$ cat src/rtl/mult_div_unit.sv
// Multicycle signed multiply (radix-2 Booth) / divide (restoring on magnitudes) producing HI and LO.
// ITERS must equal WIDTH; one iteration per clock, result lands on the last iteration edge.
module mult_div_unit #(
  parameter int WIDTH = 32,
  parameter int ITERS = 32
) (
  input  logic             clk,
  input  logic             reset,
  input  logic             start,
  input  logic             op,
  input  logic [WIDTH-1:0] a_in,
  input  logic [WIDTH-1:0] b_in,
  output logic [WIDTH-1:0] hi_out,
  output logic [WIDTH-1:0] lo_out,
  output logic             busy,
  output logic             done,
  output logic             div_zero
);

  localparam int CW = (ITERS > 1) ? $clog2(ITERS) : 1;
  localparam logic [CW-1:0] LAST = CW'(ITERS - 1);

  typedef enum logic [1:0] {IDLE, MULT, DIV, DONE} state_t;

  state_t           state_q, state_d;
  logic [CW-1:0]    cnt_q, cnt_d;
  logic [WIDTH:0]   acc_q, acc_d;
  logic [WIDTH-1:0] q_q, q_d;
  logic             qm1_q, qm1_d;
  logic [WIDTH-1:0] m_q, m_d;
  logic             a_neg_q, a_neg_d;
  logic             b_neg_q, b_neg_d;
  logic [WIDTH-1:0] hi_q, hi_d;
  logic [WIDTH-1:0] lo_q, lo_d;
  logic             busy_q, busy_d;
  logic             done_q, done_d;
  logic             dz_q, dz_d;

  // Booth step datapath; the accumulator carries one guard bit so -M never overflows.
  logic [WIDTH:0]   m_ext, booth_sum, booth_acc;
  logic [WIDTH-1:0] booth_q;
  logic             booth_qm1;

  always_comb begin
    m_ext     = {m_q[WIDTH-1], m_q};
    booth_sum = acc_q;
    case ({q_q[0], qm1_q})
      2'b01:   booth_sum = acc_q + m_ext;
      2'b10:   booth_sum = acc_q - m_ext;
      default: booth_sum = acc_q;
    endcase
    booth_acc = {booth_sum[WIDTH], booth_sum[WIDTH:1]};
    booth_q   = {booth_sum[0], q_q[WIDTH-1:1]};
    booth_qm1 = q_q[0];
  end

  // Restoring divide step: shift remainder left, trial-subtract the divisor magnitude.
  logic [WIDTH:0]   rem_sh, rem_diff, div_acc;
  logic [WIDTH-1:0] div_q, quo_signed, rem_signed;

  always_comb begin
    rem_sh   = {acc_q[WIDTH-1:0], q_q[WIDTH-1]};
    rem_diff = rem_sh - {1'b0, m_q};
    if (!rem_diff[WIDTH]) begin
      div_acc = rem_diff;
      div_q   = {q_q[WIDTH-2:0], 1'b1};
    end else begin
      div_acc = rem_sh;
      div_q   = {q_q[WIDTH-2:0], 1'b0};
    end
    quo_signed = (a_neg_q ^ b_neg_q) ? -div_q : div_q;
    rem_signed = a_neg_q ? -div_acc[WIDTH-1:0] : div_acc[WIDTH-1:0];
  end

  logic [WIDTH-1:0] a_abs, b_abs;
  assign a_abs = a_in[WIDTH-1] ? -a_in : a_in;
  assign b_abs = b_in[WIDTH-1] ? -b_in : b_in;

  always_comb begin
    state_d = state_q;
    cnt_d   = cnt_q;
    acc_d   = acc_q;
    q_d     = q_q;
    qm1_d   = qm1_q;
    m_d     = m_q;
    a_neg_d = a_neg_q;
    b_neg_d = b_neg_q;
    hi_d    = hi_q;
    lo_d    = lo_q;
    busy_d  = 1'b0;
    done_d  = 1'b0;
    dz_d    = 1'b0;

    case (state_q)
      IDLE: begin
        if (start) begin
          cnt_d   = '0;
          acc_d   = '0;
          qm1_d   = 1'b0;
          a_neg_d = a_in[WIDTH-1];
          b_neg_d = b_in[WIDTH-1];
          if (!op) begin
            q_d     = b_in;
            m_d     = a_in;
            state_d = MULT;
            busy_d  = 1'b1;
          end else if (b_in != '0) begin
            q_d     = a_abs;
            m_d     = b_abs;
            state_d = DIV;
            busy_d  = 1'b1;
          end else begin
            state_d = DONE;
            done_d  = 1'b1;
            dz_d    = 1'b1;
          end
        end
      end
      MULT: begin
        acc_d = booth_acc;
        q_d   = booth_q;
        qm1_d = booth_qm1;
        cnt_d = cnt_q + 1'b1;
        if (cnt_q == LAST) begin
          hi_d    = booth_acc[WIDTH-1:0];
          lo_d    = booth_q;
          state_d = DONE;
          done_d  = 1'b1;
        end else begin
          busy_d = 1'b1;
        end
      end
      DIV: begin
        acc_d = div_acc;
        q_d   = div_q;
        cnt_d = cnt_q + 1'b1;
        if (cnt_q == LAST) begin
          hi_d    = rem_signed;
          lo_d    = quo_signed;
          state_d = DONE;
          done_d  = 1'b1;
        end else begin
          busy_d = 1'b1;
        end
      end
      default: begin
        state_d = IDLE;
      end
    endcase
  end

  always_ff @(posedge clk or posedge reset) begin
    if (reset) begin
      state_q <= IDLE;
      cnt_q   <= '0;
      acc_q   <= '0;
      q_q     <= '0;
      qm1_q   <= 1'b0;
      m_q     <= '0;
      a_neg_q <= 1'b0;
      b_neg_q <= 1'b0;
      hi_q    <= '0;
      lo_q    <= '0;
      busy_q  <= 1'b0;
      done_q  <= 1'b0;
      dz_q    <= 1'b0;
    end else begin
      state_q <= state_d;
      cnt_q   <= cnt_d;
      acc_q   <= acc_d;
      q_q     <= q_d;
      qm1_q   <= qm1_d;
      m_q     <= m_d;
      a_neg_q <= a_neg_d;
      b_neg_q <= b_neg_d;
      hi_q    <= hi_d;
      lo_q    <= lo_d;
      busy_q  <= busy_d;
      done_q  <= done_d;
      dz_q    <= dz_d;
    end
  end

  assign hi_out   = hi_q;
  assign lo_out   = lo_q;
  assign busy     = busy_q;
  assign done     = done_q;
  assign div_zero = dz_q;

endmodule

$ cat config.mk
export PLATFORM = sky130hd
export DESIGN_NAME = mult_div_unit
export DESIGN_NICKNAME = d
export VERILOG_FILES = /design/src/rtl/mult_div_unit.sv
export SDC_FILE = /design/constraint.sdc
export NUM_CORES = 1
export LEC_CHECK = 0
export BUFFER_PORTS_ARGS = -buffer_cell sky130_fd_sc_hd__buf_2
export CORE_MARGIN = 10
export CORE_UTILIZATION = 50
export CTS_CLUSTER_SIZE = 10
export DETAILED_ROUTE_END_ITERATION = 16
export GPL_ROUTABILITY_DRIVEN = 0
export PLACE_DENSITY = 0.7
export SYNTH_ARGS = -nofsm -noshare
export SYNTH_HDL_FRONTEND = slang
export SYNTH_SLANG_ARGS = --single-unit
$ cat constraint.sdc
create_clock -name clk -period 8.6 [get_ports clk]
set_input_delay 0.43 -clock clk [delete_from_list [all_inputs] [get_ports clk]]
set_output_delay 0.43 -clock clk [all_outputs]
set_load 0.005 [all_outputs]
==> flow_summary.toml <==
[status]
status = "complete, no violations"

[grt]
antenna_found_initial = 5
grt_max_degree = 112
grt_pass1_vias = 16000
grt_overflow = 0
grt_pass1_wl_um = 88100
track_usage = 0.268

[timing]
rsz0062_at_grt = "no"
fin_skew_ps = 18.5
min_period_ps = 7520
setup_ws_ps = 1080
timing.slew.headroom = 0.128
fin_setup_tns_ps = 0
hold_violations = 0
fin_crit_sh = 0.874
hold_slack_ps = 226
max_freq_ghz = 0.133
worstMarginPinSlew_ps = 1300
setup_violations = 0
slew_viol_final = 0

[clock_network]
clockRootBuffer = "clkbuf_16"
cts_resized = 0
worstSkewPairLatency_ps = 460
cts_tree = "done"
cts_setup_buffers = 0
cts_hold_buf = 0
cts_sinks = 174
cts_buffers = 17
clk_path_buf_depth = 2
htree_levels = 4
clk_pin_slew_worst_paths_ps = 80

[synth]
ys.flop_type = "dfrtp_1"
yosysTopAreaCell = "dfrtp_1"
synth-seq-cells = 174
syn-mean-instance-area_um2 = 7.45
synth-edff-count = 0
synth_area_um2 = 16300
async_flop_share = 1.00
synth_cells = 2185
synthDistinctLibCells = 85
syn_nets = 2332
ys_warn_count = 0
netlist_top_cells_area = "dfrtp_1, o21ai_0, nand2_1, ha_1, a21oi_1"
yosysSeqAreaShare = 0.268
netlist.area_leader.share = 0.268

[layout]
fin_nets = 2358
areaGrowthSynthToFinish_pct = 8.97
layout-drive-gt1-share = 0.105
fillers = 3056
fin_area_um2 = 17700

[worst_setup_path]
critPathRequiredTime_ps = 8920
cp-startpoint = "q_q[31]$_DFFE_PP0P_"
ff2ff_path_depth = 21
r2r_end = "hi_out[30]$_DFFE_PP0P_"
critPathLaunchType = "register"
slowest_delay_ps = 680
critPathMaxFanout = 28
crit_path_end_kind = "register"
cp.arrival_ps = 7840
worstSetupPathType = "register to register"
worstReg2RegStart = "q_q[31]$_DFFE_PP0P_"
crit_buf_inv = 2
cp_slowest_cell = "ha_2"
cp_cell_sequence = "inv_1, ha_1, fa_1, nor2b_1, o311a_1, o211a_1, o21ai_0, a2111oi_0, o31a_1, o21ai_0, nand2b_1, ha_2, clkinv_1, o31a_1, or3_1, or3_1, or3_1, or4_1, or3_1, a21oi_2, a211oi_2"
crit_top_cell = "or3_1"
reg2reg_slack_ps = 1080
cp_top_family = "compound AO/OA/AOI/OAI gates"

[pwr]
p_leak_uw = 0.00782
vdd_ir_drop_max_uv = 265
pwr_density_cell_nw_per_um2 = 434

[floorplanning]
start_util = 0.504
die_area_um2 = 40200
top_level_ports = 135
core-area_um2 = 32300
die_width_um = 200
die_y_um = 200
row_count = 66

[flow_run]
maxCapViolCount = 0

[placed_design]
portBuffers = 134
placed_cell_area_um2 = 17100
place_ws_ps = 1240
hpwl_um = 42100

[routing]
vias = 16900
avgRoutedWirePerCell_um = 21.0
firstDrtPassIters = 7
wirelength_um = 55900
vias_per_cell = 6.35
drt_iter0_markers = 1865
ant_nets = 0
drc = 0

[min_path]
min_path_type = "input pin to asynchronous set/reset pin"
layout by cell type, fill, tap and decap left out, drive strengths merged, types with 74 or more instances in the layout:
cell type  count
nand2        280
o21ai        250
nor2         208
a21oi        192
dfrtp        174
buf          161
xor2          99
inv           83
ha            77
xnor2         74
flip-flops by register name, summed over array words and instances, names as in the netlist, 2 cells and up:
register  count
acc_q        33
state_q       2
hi_out       32
q_q          32
lo_out       32
m_q          32
cnt_q         5
per-layer routing:
metal,vias to the layer above,global-route usage,wire length (um)
li1,7981,-,-
met1,7985,0.337,22700
met2,807,0.436,25800
met3,169,0.0578,4930
met4,4,0.118,2410
met5,-,0,24
worst max-delay path by stage:
stage	cells past startpoint	slack, ps	endpoint
final	21	1080	hi_out[30]$_DFFE_PP0P_
after floorplan	30	1460	hi_out[30]$_DFFE_PP0P_
after global placement	21	1370	hi_out[30]$_DFFE_PP0P_
after detailed placement	21	1240	hi_out[30]$_DFFE_PP0P_
after global routing	21	630	hi_out[30]$_DFFE_PP0P_
after CTS	21	1220	hi_out[30]$_DFFE_PP0P_
power breakdown:
| part | internal (uW) | switching [uW] | leakage, uW | total, uW |
|---|---|---|---|---|
| clock network | 396 | 404 | 0.000280 | 800 |
| logic | 2010 | 3510 | 0.00522 | 5520 |
| registers | 1010 | 354 | 0.00232 | 1370 |
area by class of cell:
type | count | area, um^2 | area share
multi-input combinational | 1781 | 11100 | 0.624
sequential | 174 | 4350 | 0.246
timing repair buffer | 161 | 873 | 0.0492
tap | 442 | 553 | 0.0312
clock buffer | 19 | 443 | 0.0250
inverter | 76 | 290 | 0.0164
clock inverter | 13 | 139 | 0.00783
antenna | 3 | 7.51 | 0.000423
synth_stat cells, types with 32 or more instances:
library cell	count
a21oi_1	191
clkbuf_1	126
dfrtp_1	174
ha_1	77
inv_1	75
nand2_1	280
nand3_1	33
nor2_1	208
o21ai_0	247
o31ai_1	52
or3_1	32
xnor2_1	74
xor2_1	99
stage by stage:
step | total power [uW] | utilization | std cells
2_1_floorplan | 5360 | - | 2185
3_3_place_gp | 6630 | 0.531 | 2634
3_5_place_dp | 6750 | 0.531 | 2634
4_1_cts | 7560 | 0.549 | 2666
5_1_grt | 8250 | 0.549 | 2668
6_report | 7690 | 0.549 | 2669
kinds of logic after synthesis:
| family | after synthesis | share of synthesized area |
|---|---|---|
| flip-flops | 174 | 0.268 |
| adder cells (fa/ha/maj) | 79 | 0.0617 |
| buffers and inverters | 230 | 0.0543 |
| AND/OR/NAND/NOR | 725 | 0.202 |
| AO/OA/AOI/OAI | 772 | 0.300 |
| XOR/XNOR | 173 | 0.0931 |
| multiplexers | 32 | 0.0208 |
Note: power is estimated with default switching activity, not from simulation.
